<file path="src/rtl/safety_island_timer_unit.sv">
// Core-local 32-bit timer with prescaler, compare and overflow interrupts.
// Single-cycle regbus slave; register state drives both interrupt lines.
module safety_island_timer_unit #(
    parameter int unsigned AddrWidth  = 32,
    parameter int unsigned DataWidth  = 32,
    parameter int unsigned PrescWidth = 8
) (
    input  logic                   clk_i,
    input  logic                   rst_i,
    input  logic                   reg_valid_i,
    input  logic                   reg_write_i,
    input  logic [AddrWidth-1:0]   reg_addr_i,
    input  logic [DataWidth-1:0]   reg_wdata_i,
    input  logic [DataWidth/8-1:0] reg_wstrb_i,
    output logic                   reg_ready_o,
    output logic [DataWidth-1:0]   reg_rdata_o,
    output logic                   reg_error_o,
    output logic                   irq_cmp_o,
    output logic                   irq_ovf_o
);

    localparam int unsigned NumBytes = DataWidth / 8;

    typedef logic [DataWidth-1:0]  word_t;
    typedef logic [PrescWidth-1:0] presc_t;

    function automatic word_t f_merge(
        input word_t               old_v,
        input word_t               new_v,
        input logic [NumBytes-1:0] strb
    );
        word_t res;
        res = old_v;
        for (int i = 0; i < NumBytes; i++) begin
            if (strb[i]) res[8*i +: 8] = new_v[8*i +: 8];
        end
        return res;
    endfunction

    logic   r_en;
    logic   r_auto;
    logic   r_cmp_ie;
    logic   r_ovf_ie;
    presc_t r_presc;
    presc_t r_psc;
    word_t  r_count;
    word_t  r_cmp;
    logic   r_cmp_p;
    logic   r_ovf_p;

    logic  w_in_range;
    logic  w_wr;
    logic  w_wr_ctrl;
    logic  w_wr_count;
    logic  w_wr_cmp;
    logic  w_wr_status;
    word_t w_ctrl_cur;
    word_t w_ctrl_wr;
    word_t w_cnt_nxt;
    logic  w_tick;
    logic  w_match;
    logic  w_set_cmp;
    logic  w_set_ovf;
    logic  w_clr_cmp;
    logic  w_clr_ovf;
    logic  w_unused;

    assign w_in_range  = (reg_addr_i[AddrWidth-1:4] == '0);
    assign w_wr        = reg_valid_i & reg_write_i & w_in_range;
    assign w_wr_ctrl   = w_wr & (reg_addr_i[3:2] == 2'd0);
    assign w_wr_count  = w_wr & (reg_addr_i[3:2] == 2'd1);
    assign w_wr_cmp    = w_wr & (reg_addr_i[3:2] == 2'd2);
    assign w_wr_status = w_wr & (reg_addr_i[3:2] == 2'd3);

    assign w_clr_cmp = w_wr_status & reg_wstrb_i[0] & reg_wdata_i[0];
    assign w_clr_ovf = w_wr_status & reg_wstrb_i[0] & reg_wdata_i[1];

    always_comb begin
        w_ctrl_cur                   = '0;
        w_ctrl_cur[0]                = r_en;
        w_ctrl_cur[1]                = r_auto;
        w_ctrl_cur[2]                = r_cmp_ie;
        w_ctrl_cur[3]                = r_ovf_ie;
        w_ctrl_cur[8 +: PrescWidth]  = r_presc;
    end

    assign w_ctrl_wr = f_merge(w_ctrl_cur, reg_wdata_i, reg_wstrb_i);
    assign w_unused  = ^{reg_addr_i[1:0], w_ctrl_wr[7:4],
                         w_ctrl_wr[DataWidth-1:8+PrescWidth]};

    assign w_tick  = r_en & (r_psc == r_presc);
    assign w_match = (r_count == r_cmp);

    // Auto-reload match takes priority over the wrap so it never flags overflow.
    always_comb begin
        w_cnt_nxt = r_count;
        w_set_cmp = 1'b0;
        w_set_ovf = 1'b0;
        if (w_tick) begin
            w_set_cmp = w_match;
            if (w_match && r_auto) begin
                w_cnt_nxt = '0;
            end else if (&r_count) begin
                w_cnt_nxt = '0;
                w_set_ovf = 1'b1;
            end else begin
                w_cnt_nxt = r_count + word_t'(1);
            end
        end
        if (w_wr_count) w_cnt_nxt = f_merge(r_count, reg_wdata_i, reg_wstrb_i);
    end

    always_ff @(posedge clk_i or posedge rst_i) begin
        if (rst_i) begin
            r_en     <= 1'b0;
            r_auto   <= 1'b0;
            r_cmp_ie <= 1'b0;
            r_ovf_ie <= 1'b0;
            r_presc  <= '0;
            r_psc    <= '0;
            r_count  <= '0;
            r_cmp    <= '1;
            r_cmp_p  <= 1'b0;
            r_ovf_p  <= 1'b0;
        end else begin
            if (w_wr_ctrl) begin
                r_en     <= w_ctrl_wr[0];
                r_auto   <= w_ctrl_wr[1];
                r_cmp_ie <= w_ctrl_wr[2];
                r_ovf_ie <= w_ctrl_wr[3];
                r_presc  <= w_ctrl_wr[8 +: PrescWidth];
            end
            // Free-running wrap when PRESC is lowered below the counter.
            if (!r_en || w_tick) r_psc <= '0;
            else                 r_psc <= r_psc + presc_t'(1);
            r_count <= w_cnt_nxt;
            if (w_wr_cmp) r_cmp <= f_merge(r_cmp, reg_wdata_i, reg_wstrb_i);
            r_cmp_p <= (r_cmp_p & ~w_clr_cmp) | w_set_cmp;
            r_ovf_p <= (r_ovf_p & ~w_clr_ovf) | w_set_ovf;
        end
    end

    always_comb begin
        reg_rdata_o = '0;
        if (reg_valid_i && w_in_range) begin
            case (reg_addr_i[3:2])
                2'd0:    reg_rdata_o = w_ctrl_cur;
                2'd1:    reg_rdata_o = r_count;
                2'd2:    reg_rdata_o = r_cmp;
                default: reg_rdata_o = word_t'({r_ovf_p, r_cmp_p});
            endcase
        end
    end

    assign reg_ready_o = reg_valid_i;
    assign reg_error_o = reg_valid_i & ~w_in_range;
    assign irq_cmp_o   = r_cmp_p & r_cmp_ie;
    assign irq_ovf_o   = r_ovf_p & r_ovf_ie;

endmodule
</file>
<file path="config.mk">
export PLATFORM = sky130hd
export DESIGN_NAME = safety_island_timer_unit
export DESIGN_NICKNAME = d
export VERILOG_FILES = /design/src/rtl/safety_island_timer_unit.sv
export SDC_FILE = /design/constraint.sdc
export NUM_CORES = 1
export LEC_CHECK = 0
export CAP_MARGIN = 15
export CORE_MARGIN = 2
export CORE_UTILIZATION = 40
export DETAILED_ROUTE_END_ITERATION = 16
export DONT_BUFFER_PORTS = 1
export MAX_ROUTING_LAYER = met4
export SYNTH_ARGS = -nofsm -noshare
export SYNTH_HDL_FRONTEND = slang
export SYNTH_SLANG_ARGS = --single-unit
</file>
<file path="constraint.sdc">
create_clock -name clk_i -period 6 [get_ports clk_i]
set_input_delay 0.6 -clock clk_i [delete_from_list [all_inputs] [get_ports clk_i]]
set_output_delay 0.6 -clock clk_i [all_outputs]
set_load 0.01 [all_outputs]
</file>
* After elaboration in Yosys (flattened, before gate mapping)
Index checks and enable logic that the tools add are counted.
** Word-level totals
- Bits in registers :: 86
- Input port bits :: 72
- Output and inout bits :: 36
- Logic and storage cells :: 80
** Operators by class
- Add/subtract/negate cells :: 2
- Equal/unequal tests :: 9
- Mux-type cells :: 15
- Bitwise logic cells :: 20
- Reductions and logical operators :: 18
** Operators with widths (count)
- two-way mux 32 bit :: 5
- one-hot mux 32 bit (3 select lines) :: 1
- two-way mux 8 bit :: 5
- adder 32 x 1 -> 32 bit, second input constant :: 1
- == test 32 bit :: 1
- AND reduction 32 bit :: 1
- logical NOT 28 bit :: 1
- AND reduction 2 bit :: 10
- bitwise AND 1 bit :: 15
- adder 8 x 1 -> 8 bit, second input constant :: 1
- == test 8 bit :: 1
- != test 2 bit, second input constant :: 4
- == test 2 bit, second input constant :: 2
- two-way mux 1 bit :: 4
- NOT 1 bit :: 3
- == test 2 x 1 -> 1 bit, second input constant :: 1
- logical AND 1 bit :: 2
- logical NOT 2 bit :: 1
- OR 1 bit :: 2
- nonzero test 2 bit :: 1
- logical NOT 1 bit :: 1
- logical OR 1 bit :: 1

* Longest topological paths before layout
- Depth in word-level cells :: 8
- Mapped depth :: 9
- Mapped depth without buffers :: 7

* Least setup slack after synthesis
OpenSTA, ideal clock, no wires.
- Kind :: input -> output
- Start point :: input reg_addr_i[2]
- End point :: output reg_rdata_o[10]
- Arrival :: 1.824 ns
- Data required time :: 5.400 ns
- Setup slack :: 3.576 ns
- Stages on the path :: 6
- Path buffers :: 2
- Cell sequence :: clkbuf_1 -> buf_1 -> mux2i_1 -> nor2_1 -> a21oi_1 -> nor2_1
** On the way
- Cells in the longest elaborated chain, start to end :: 3
- Elaborated cells on any way between the ends :: 5
- Classes of those cells :: 2 x eq/ne; 2 x mux; 1 x reduce/logical
** Ends and longest elaborated chain
- start, declared :: line 12 : input logic [AddrWidth-1:0] reg_addr_i,
- == test 2 bit, or another cell as far along :: line 146 : case (reg_addr_i[3:2])
- one-hot mux 32 bit (3 select lines) * :: line 146
- two-way mux 32 bit * :: line 145 : if (reg_valid_i && w_in_range) begin
- end, declared :: line 16 : output logic [DataWidth-1:0] reg_rdata_o,
Every way passes the cells marked *; elsewhere a longest branch is shown, timed or not.

* Worst setup path after layout
- Start point :: register r_count[3]
- End point :: register r_count[28]
** On the way
- Cells in the longest elaborated chain, start to end :: 5
- Elaborated cells on any way between the ends :: 8
- Classes of those cells :: 1 x add/sub; 1 x eq/ne; 4 x mux; 2 x reduce/logical
** Ends and longest elaborated chain
- start, declared :: line 46 : word_t r_count;
- start signal, assigned :: line 136 : r_count <= w_cnt_nxt;
- adder 32 x 1 -> 32 bit, or another cell as far along :: line 107 : w_cnt_nxt = r_count + word_t'(1);
- two-way mux 32 bit or logical AND 1 bit (tied branches) :: line 103, 101
- two-way mux 32 bit * :: line 101 : if (w_match && r_auto) begin
- two-way mux 32 bit * :: line 99 : if (w_tick) begin
- two-way mux 32 bit * :: line 110 : if (w_wr_count) w_cnt_nxt = f_merge(r_count, reg_wdata_i, reg_wstrb_i);
Every way passes the cells marked *; elsewhere a longest branch is shown, timed or not. The select of a mux whose other input is x is not followed.
A chain may end at the register's enable or synchronous reset.

==> qor.yml <==
p_leak_nw: 2.67
finalCriticalPeriod_ns: 3.18
cts_hold_buffers: 0
intPower_mw: 0.935
postCtsSetupBuffers: 0
hold_violations: 0
max-vdd-ir-drop_mv: 0.122
cts_max_level: 3
grt_usage: 0.246
crit_buf_inv: 0
design.die.area_um2: 15500
ioPinCount: 108
combinationalPowerShare: 0.026
final.setup.tns_ns: 0
postPlaceCellArea_um2: 5880
worstMarginPinSlew_ns: 0.963
worstSkewPairLatency_ns: 0.36
drt_iter0_drc: 411
path_clk_slew_ns: 0.06
routedWlPerCell_um: 22.9
pwr-share-clk: 0.487
drc: 0
grt_pass1_wl_um: 29100
switchingPower_mw: 0.258
cts_resized: 0
syn_area_um2: 5800
maxSlewViolCount: 0
yosysSeqAreaShare: 0.378
tritoncts: "yes"
setup-violations-final: 0
rr_startpoint: "r_count[3]$_DFFE_PP0P_"
rrSetupSlack_ns: 2.82
synth_flop_cell: "dfrtp_1"
overflow: 0
grt_max_degree: 55
fin_area_um2: 6200
cts_made_buffers: 9
power.density_nw_per_um2: 193
cts.sinks: 86
numPortBuffers: 0
reg2reg_depth: 6
antenna_cells: 0
outcome: "completed"
clockBufferDepth: 2
fmax_mhz: 314
rsz0062_at_grt: "no"
core_area_um2: 14400
yosysWarnings: 0
place_congestion: 0.924
period_share: 0.530
total_power_mw: 1.19
slowest_stage: "nand4_1"
syn_avg_cell_area_um2: 9.06
synthArstFlopShare: 1.00
dpl.hpwl_um: 13300
die_y_um: 124
start_util: 0.404
nets: 684
slew_headroom: 0.358
area_growth_pct: 6.84
p_sw_frac: 0.216
arrival_ns: 3.42
drtPass1Iterations: 5
reg2reg_to: "r_count[28]$_DFFE_PP0P_"
num_rows: 44
cts-root-buf: "clkbuf_16"
detail-route-antenna-nets: 0
fin_worst_skew_ns: 0.00881
grt_pass1_vias: 5021
max-cap-violations: 0
antenna_found_initial: 0
syn_inst: 640
criticalPathCategory: "reg2reg"
start_kind: "flip-flop"
via_count: 5028
min_path_type: "in2async"
path_delay_family: "simple AND/OR/NAND/NOR gates"
drive_above_1_share: 0.143
utilization: 0.431
post_drt_via_cell_ratio: 6.29
p_seq_frac: 0.487
cp_data_required_time_ns: 6.24
wl_um: 18300
yosysUniqueCellTypes: 59
crit_chain: "nand4_1 -> nor4_2 -> nand4_1 -> and3_1 -> o211ai_1 -> nand2_1"
synth-edff-count: 0
die_w_um: 124
worstPathMaxFanout: 15
endpoint_kind: "flip-flop"
syn_nets: 714
critPathMaxStageDelay_ns: 0.74
fillers: 1437
cp_common_cell: "nand4_1"
ys_ff_latch: 86
==> registers in the layout, summed over array words and instances, names as in the netlist <==
signal,flops
r_cmp,32
r_count,32
r_presc,8
r_psc,8
r_auto,1
r_cmp_ie,1
r_cmp_p,1
r_en,1
r_ovf_ie,1
r_ovf_p,1
==> worst reg2reg max path: cells and delay by family, from the launching register on <==
family,cells,cell delay (ns)
compound gates,1,0.18
flops,1,0.52
simple gates,5,2.37
==> cell usage in the layout (no fill, tap or decap), types with 4 or more instances in the layout <==
master / instances
nor2_1: 75
dfrtp_1: 54
nand2_1: 46
xor2_1: 44
dfstp_2: 32
mux2_1: 31
a22oi_1: 30
nand3_1: 27
nor4_1: 26
o21ai_0: 22
a21oi_1: 21
nand4_1: 16
and3_1: 14
nor3_1: 14
mux2_2: 12
mux2i_1: 12
inv_1: 11
o31ai_1: 10
o211ai_1: 9
clkbuf_16: 9
o41ai_1: 7
buf_4: 7
a211oi_1: 6
o2bb2ai_1: 6
a22o_1: 4
and2_1: 4
nand2_2: 4
==> cell usage after synthesis (16+ instances only) <==
library cell	count	share of area
nor2_1	75	0.049
dfrtp_1	54	0.23
nand2_1	46	0.030
xor2_1	44	0.066
dfstp_2	32	0.14
mux2_1	31	0.060
a22oi_1	30	0.039
nand3_1	27	0.023
nor4_1	27	0.029
buf_2	23	0.020
clkbuf_1	22	0.014
o21ai_0	22	0.019
a21oi_1	21	0.018
nand4_1	16	0.017
==> cell type report <==
class	instances	area, µm²	share of cell area
multi-input combinational	493	3360	0.542
sequential	86	2190	0.354
clock buffer	13	260	0.0420
tap	184	230	0.0372
timing repair buffer	8	67.6	0.0109
inverter	12	46.3	0.00747
clock inverter	3	42.5	0.00687
==> power by group through the flow <==
stage / registers [mW] / clock network (mW) / logic (mW)
3_3_place_gp: 0.591 / 0 / 0.0306
2_1_floorplan: 0.591 / 0 / 0.0265
5_1_grt: 0.581 / 0.611 / 0.0352
6_report: 0.581 / 0.581 / 0.0311
3_5_place_dp: 0.591 / 0 / 0.0311
4_1_cts: 0.581 / 0.596 / 0.0311
==> cells by family (layout without fill, tap and decap cells) <==
kind of cell | Yosys count | count (layout) | share of synthesized area
fa+ha+maj | 2 | 2 | 0.00431
xor+xnor | 47 | 47 | 0.0710
buf+inv | 61 | 36 | 0.0451
simple gates | 250 | 250 | 0.224
flops | 86 | 86 | 0.378
compound gates | 137 | 137 | 0.165
mux | 57 | 57 | 0.112
==> metal layers <==
layer / up-vias / global-route usage / routed length, µm
li1: 2297 / - / -
met1: 2485 / 0.320 / 7930
met4: 0 / 0.0787 / 364
met2: 218 / 0.379 / 8550
met5: - / - / 0
met3: 28 / 0.0627 / 1450
==> worst max path at each step <==
stage / from / to / cells after the start
6_report: r_count[3]$_DFFE_PP0P_ / r_count[28]$_DFFE_PP0P_ / 6
5_1_grt: r_count[3]$_DFFE_PP0P_ / r_count[15]$_DFFE_PP0P_ / 6
4_1_cts: r_count[3]$_DFFE_PP0P_ / r_count[28]$_DFFE_PP0P_ / 6
3_5_place_dp: r_count[3]$_DFFE_PP0P_ / r_count[28]$_DFFE_PP0P_ / 6
3_3_place_gp: r_count[3]$_DFFE_PP0P_ / r_count[28]$_DFFE_PP0P_ / 6
2_1_floorplan: rst_i / r_auto$_DFFE_PP0P_ / 1
==> per-stage QoR <==
stage	worst slack [ns]	hold slack (ns)	std cells
2_1_floorplan	3.23	0.482	640
3_3_place_gp	2.91	0.527	782
3_5_place_dp	2.91	0.521	782
4_1_cts	2.91	0.201	798
5_1_grt	2.61	0.221	799
6_report	2.82	0.182	799
Note: power is estimated with default switching activity, not from simulation.
==> RTL change, RTL diff (same settings) <==
Register the outputs `reg_error_o`, `irq_cmp_o` and `irq_ovf_o`, without a reset; this adds one clock of latency there. The other outputs are not delayed to match.
--- a/src/rtl/safety_island_timer_unit.sv
+++ b/src/rtl/safety_island_timer_unit.sv
@@ -153,8 +153,10 @@
     end
 
     assign reg_ready_o = reg_valid_i;
-    assign reg_error_o = reg_valid_i & ~w_in_range;
-    assign irq_cmp_o   = r_cmp_p & r_cmp_ie;
-    assign irq_ovf_o   = r_ovf_p & r_ovf_ie;
+    always_ff @(posedge clk_i) begin
+        reg_error_o <= reg_valid_i & ~w_in_range;
+        irq_cmp_o   <= r_cmp_p & r_cmp_ie;
+        irq_ovf_o   <= r_ovf_p & r_ovf_ie;
+    end
 
 endmodule
Function: changed (Yosys sat finds a counterexample within 4 cycles, from zero or initial values and one cycle with rst_i high).
==> RTL change against the unedited design <==
  * Worst setup slack got worse by 0.036 ns
  * Utilization up 0.41 points
  * Synthesized cell count increased by 0.47%
  * Highest routed layer unchanged
  * Cell area up 1.3%
  * Area after synthesis increased by 1.0%
  * Routed wire length decreased by 0.81%
  * Sequential cell count grew 3
  * Total power increased by 5.6%
  * Clock power increased by 7.9%
==> RTL change: results (changes against the unedited design) <==
outcome:
  status: "completed"  # unchanged
timing:
  fin_worst_skew_ns: 0.0113  # was 0.00881 ns
  min_period_over_period: 0.536  # was 0.530
  worst_pin_slew_ns: 0.957  # was 0.963 ns
critical_path:
  ff2ff_setup_slack_ns: 2.78  # was 2.82 ns
  rr_endpoint: "r_count[20]"  # was r_count[28]
  crit_path_max_fanout: 15  # unchanged
  worstRegToRegCells: 6  # unchanged
  cp-endpoint: "r_count[20]"  # was r_count[28]
  worstPathArrival_ns: 3.45  # was 3.42 ns
clock_network:
  cts-htree-levels: 3  # unchanged
  cts_buffer_depth: 2  # unchanged
  post_cts_resized: 0  # unchanged
  cts_buffers: 9  # unchanged
  cts_post_setup_buffers_inserted: 0  # unchanged
  clk_latency_ns: 0.35
logic_synthesis:
  ys_seq_area_frac: 0.384  # was 0.378
  synthXorXnorAreaFrac: 0.0703  # was 0.0710
  synth_flop_cell: "dfrtp_1"  # unchanged
  synthMuxAreaShare: 0.111  # was 0.112
  synthTopCellsByCount: "75 x nor2_1, 54 x dfrtp_1, 46 x nand2_1"  # unchanged
  synth_area_leaders: "dfrtp_1 23%, dfstp_2 14%, xor2_1 6.6%"  # unchanged
  yosys.cell_types.count: 60  # was 59
  async_flop_share: 0.966  # was 1.00
  syn_nets: 717  # was 714
  synth-compound-area-share: 0.164  # was 0.165
  yosys_warnings: 0  # unchanged
  synthAdderAreaFrac: 0.00427  # was 0.00431
  yosysTopAreaCellShare: 0.231  # was 0.233
place:
  numPortBuffers: 0  # unchanged
  place_area_um2: 5940  # was 5880 um2
  pre_cts_slack_ns: 2.89  # was 2.91 ns
  detailed_place_hpwl_um: 13100  # was 13,300 um
  routabilityCongestion: 0.921  # was 0.924
grt:
  grt_max_degree: 50  # was 55
  grt_pass1_wl_um: 28500  # was 29,100 um
  grtUsageTotal: 0.238  # was 0.246
power:
  p_leak_nw: 2.71  # was 2.67 nW
  p_sw_w: 0.000262  # was 0.000258 W
  ir_drop_v: 0.000164  # was 0.000122 V
final_layout:
  nets: 687  # was 684
  drive_gt1_frac: 0.142  # was 0.143
  top_regs: "r_cmp (32), r_count (32)"  # unchanged
  antenna_cells: 0  # unchanged
routing:
  drt_iter0_drc: 417  # was 411
  routedWlPerCell_um: 22.6  # was 22.9 um
  num_vias: 5024  # was 5,028
==> RTL change: logic make-up (layout without fill, tap and decap cells) <==
logic type	count (synthesis)	in the layout
adders and majority gates	2	2
muxes	57	57
AOI/OAI and AO/OA	137	137
DFF	89	89
and+or+nand+nor	250	250
buffers and inverters	61	36
xor gates and xnor gates	47	47
==> RTL change: critical path, stage by stage, from the launching register on <==
cell and delay (ns):
dfrtp_1 0.51, nand4_1 0.52, nor4_2 0.58, nand4_1 0.76, and3_1 0.46, o211ai_1 0.18, nand2_1 0.08
==> RTL change: worst min-delay path by stage <==
stage / startpoint / endpoint / slack, ns / cells after the start
final: rst_i / r_count[16] / 0.23 / 1
after global routing: rst_i / r_count[16] / 0.30 / 1
after CTS: rst_i / r_count[16] / 0.25 / 1
after detailed placement: r_cmp_ie / irq_cmp_o / 0.49 / 1
after global placement: r_ovf_ie / irq_ovf_o / 0.48 / 1
after floorplan: r_cmp_p / irq_cmp_o / 0.46 / 1
==> RTL change: routing by layer <==
| metal | vias to the layer above | global-route usage | part of all wire | wire length [um] |
|---|---|---|---|---|
| met4 | 0 | 0.0601 | 0.015 | 271 |
| met5 | - | - | 0 | 0 |
| met3 | 18 | 0.0732 | 0.084 | 1520 |
| met2 | 213 | 0.359 | 0.46 | 8410 |
| li1 | 2309 | - | - | - |
| met1 | 2484 | 0.314 | 0.44 | 7950 |
==> RTL change: area by class of cell <==
type                            instances  area [um2]
Multi-Input combinational cell        493        3360
Inverter                               12        46.3
Timing Repair Buffer                    8        67.6
Sequential cell                        89        2250
Clock buffer                           13         260
Clock inverter                          3        65.1
Tap cell                              184         230
Fill cell                            1399        8150
==> RTL change: power by group through the flow <==
stage	logic [W]	registers [W]	clock network [W]
floorplan	0.0000262	0.000612	0
global placement	0.0000303	0.000612	0
detailed placement	0.0000309	0.000612	0
CTS	0.0000308	0.000601	0.000640
global route	0.0000349	0.000601	0.000657
finish	0.0000310	0.000601	0.000627
==> RTL change: through the flow <==
stage	hold slack (ns)	utilization	cells	power [W]
after detailed placement	0.495	0.412	785	0.000643
after CTS	0.253	0.434	801	0.00127
final	0.230	0.435	802	0.00126
after global routing	0.296	0.435	802	0.00129
after global placement	0.483	0.412	785	0.000642
after floorplan	0.462	-	643	0.000638
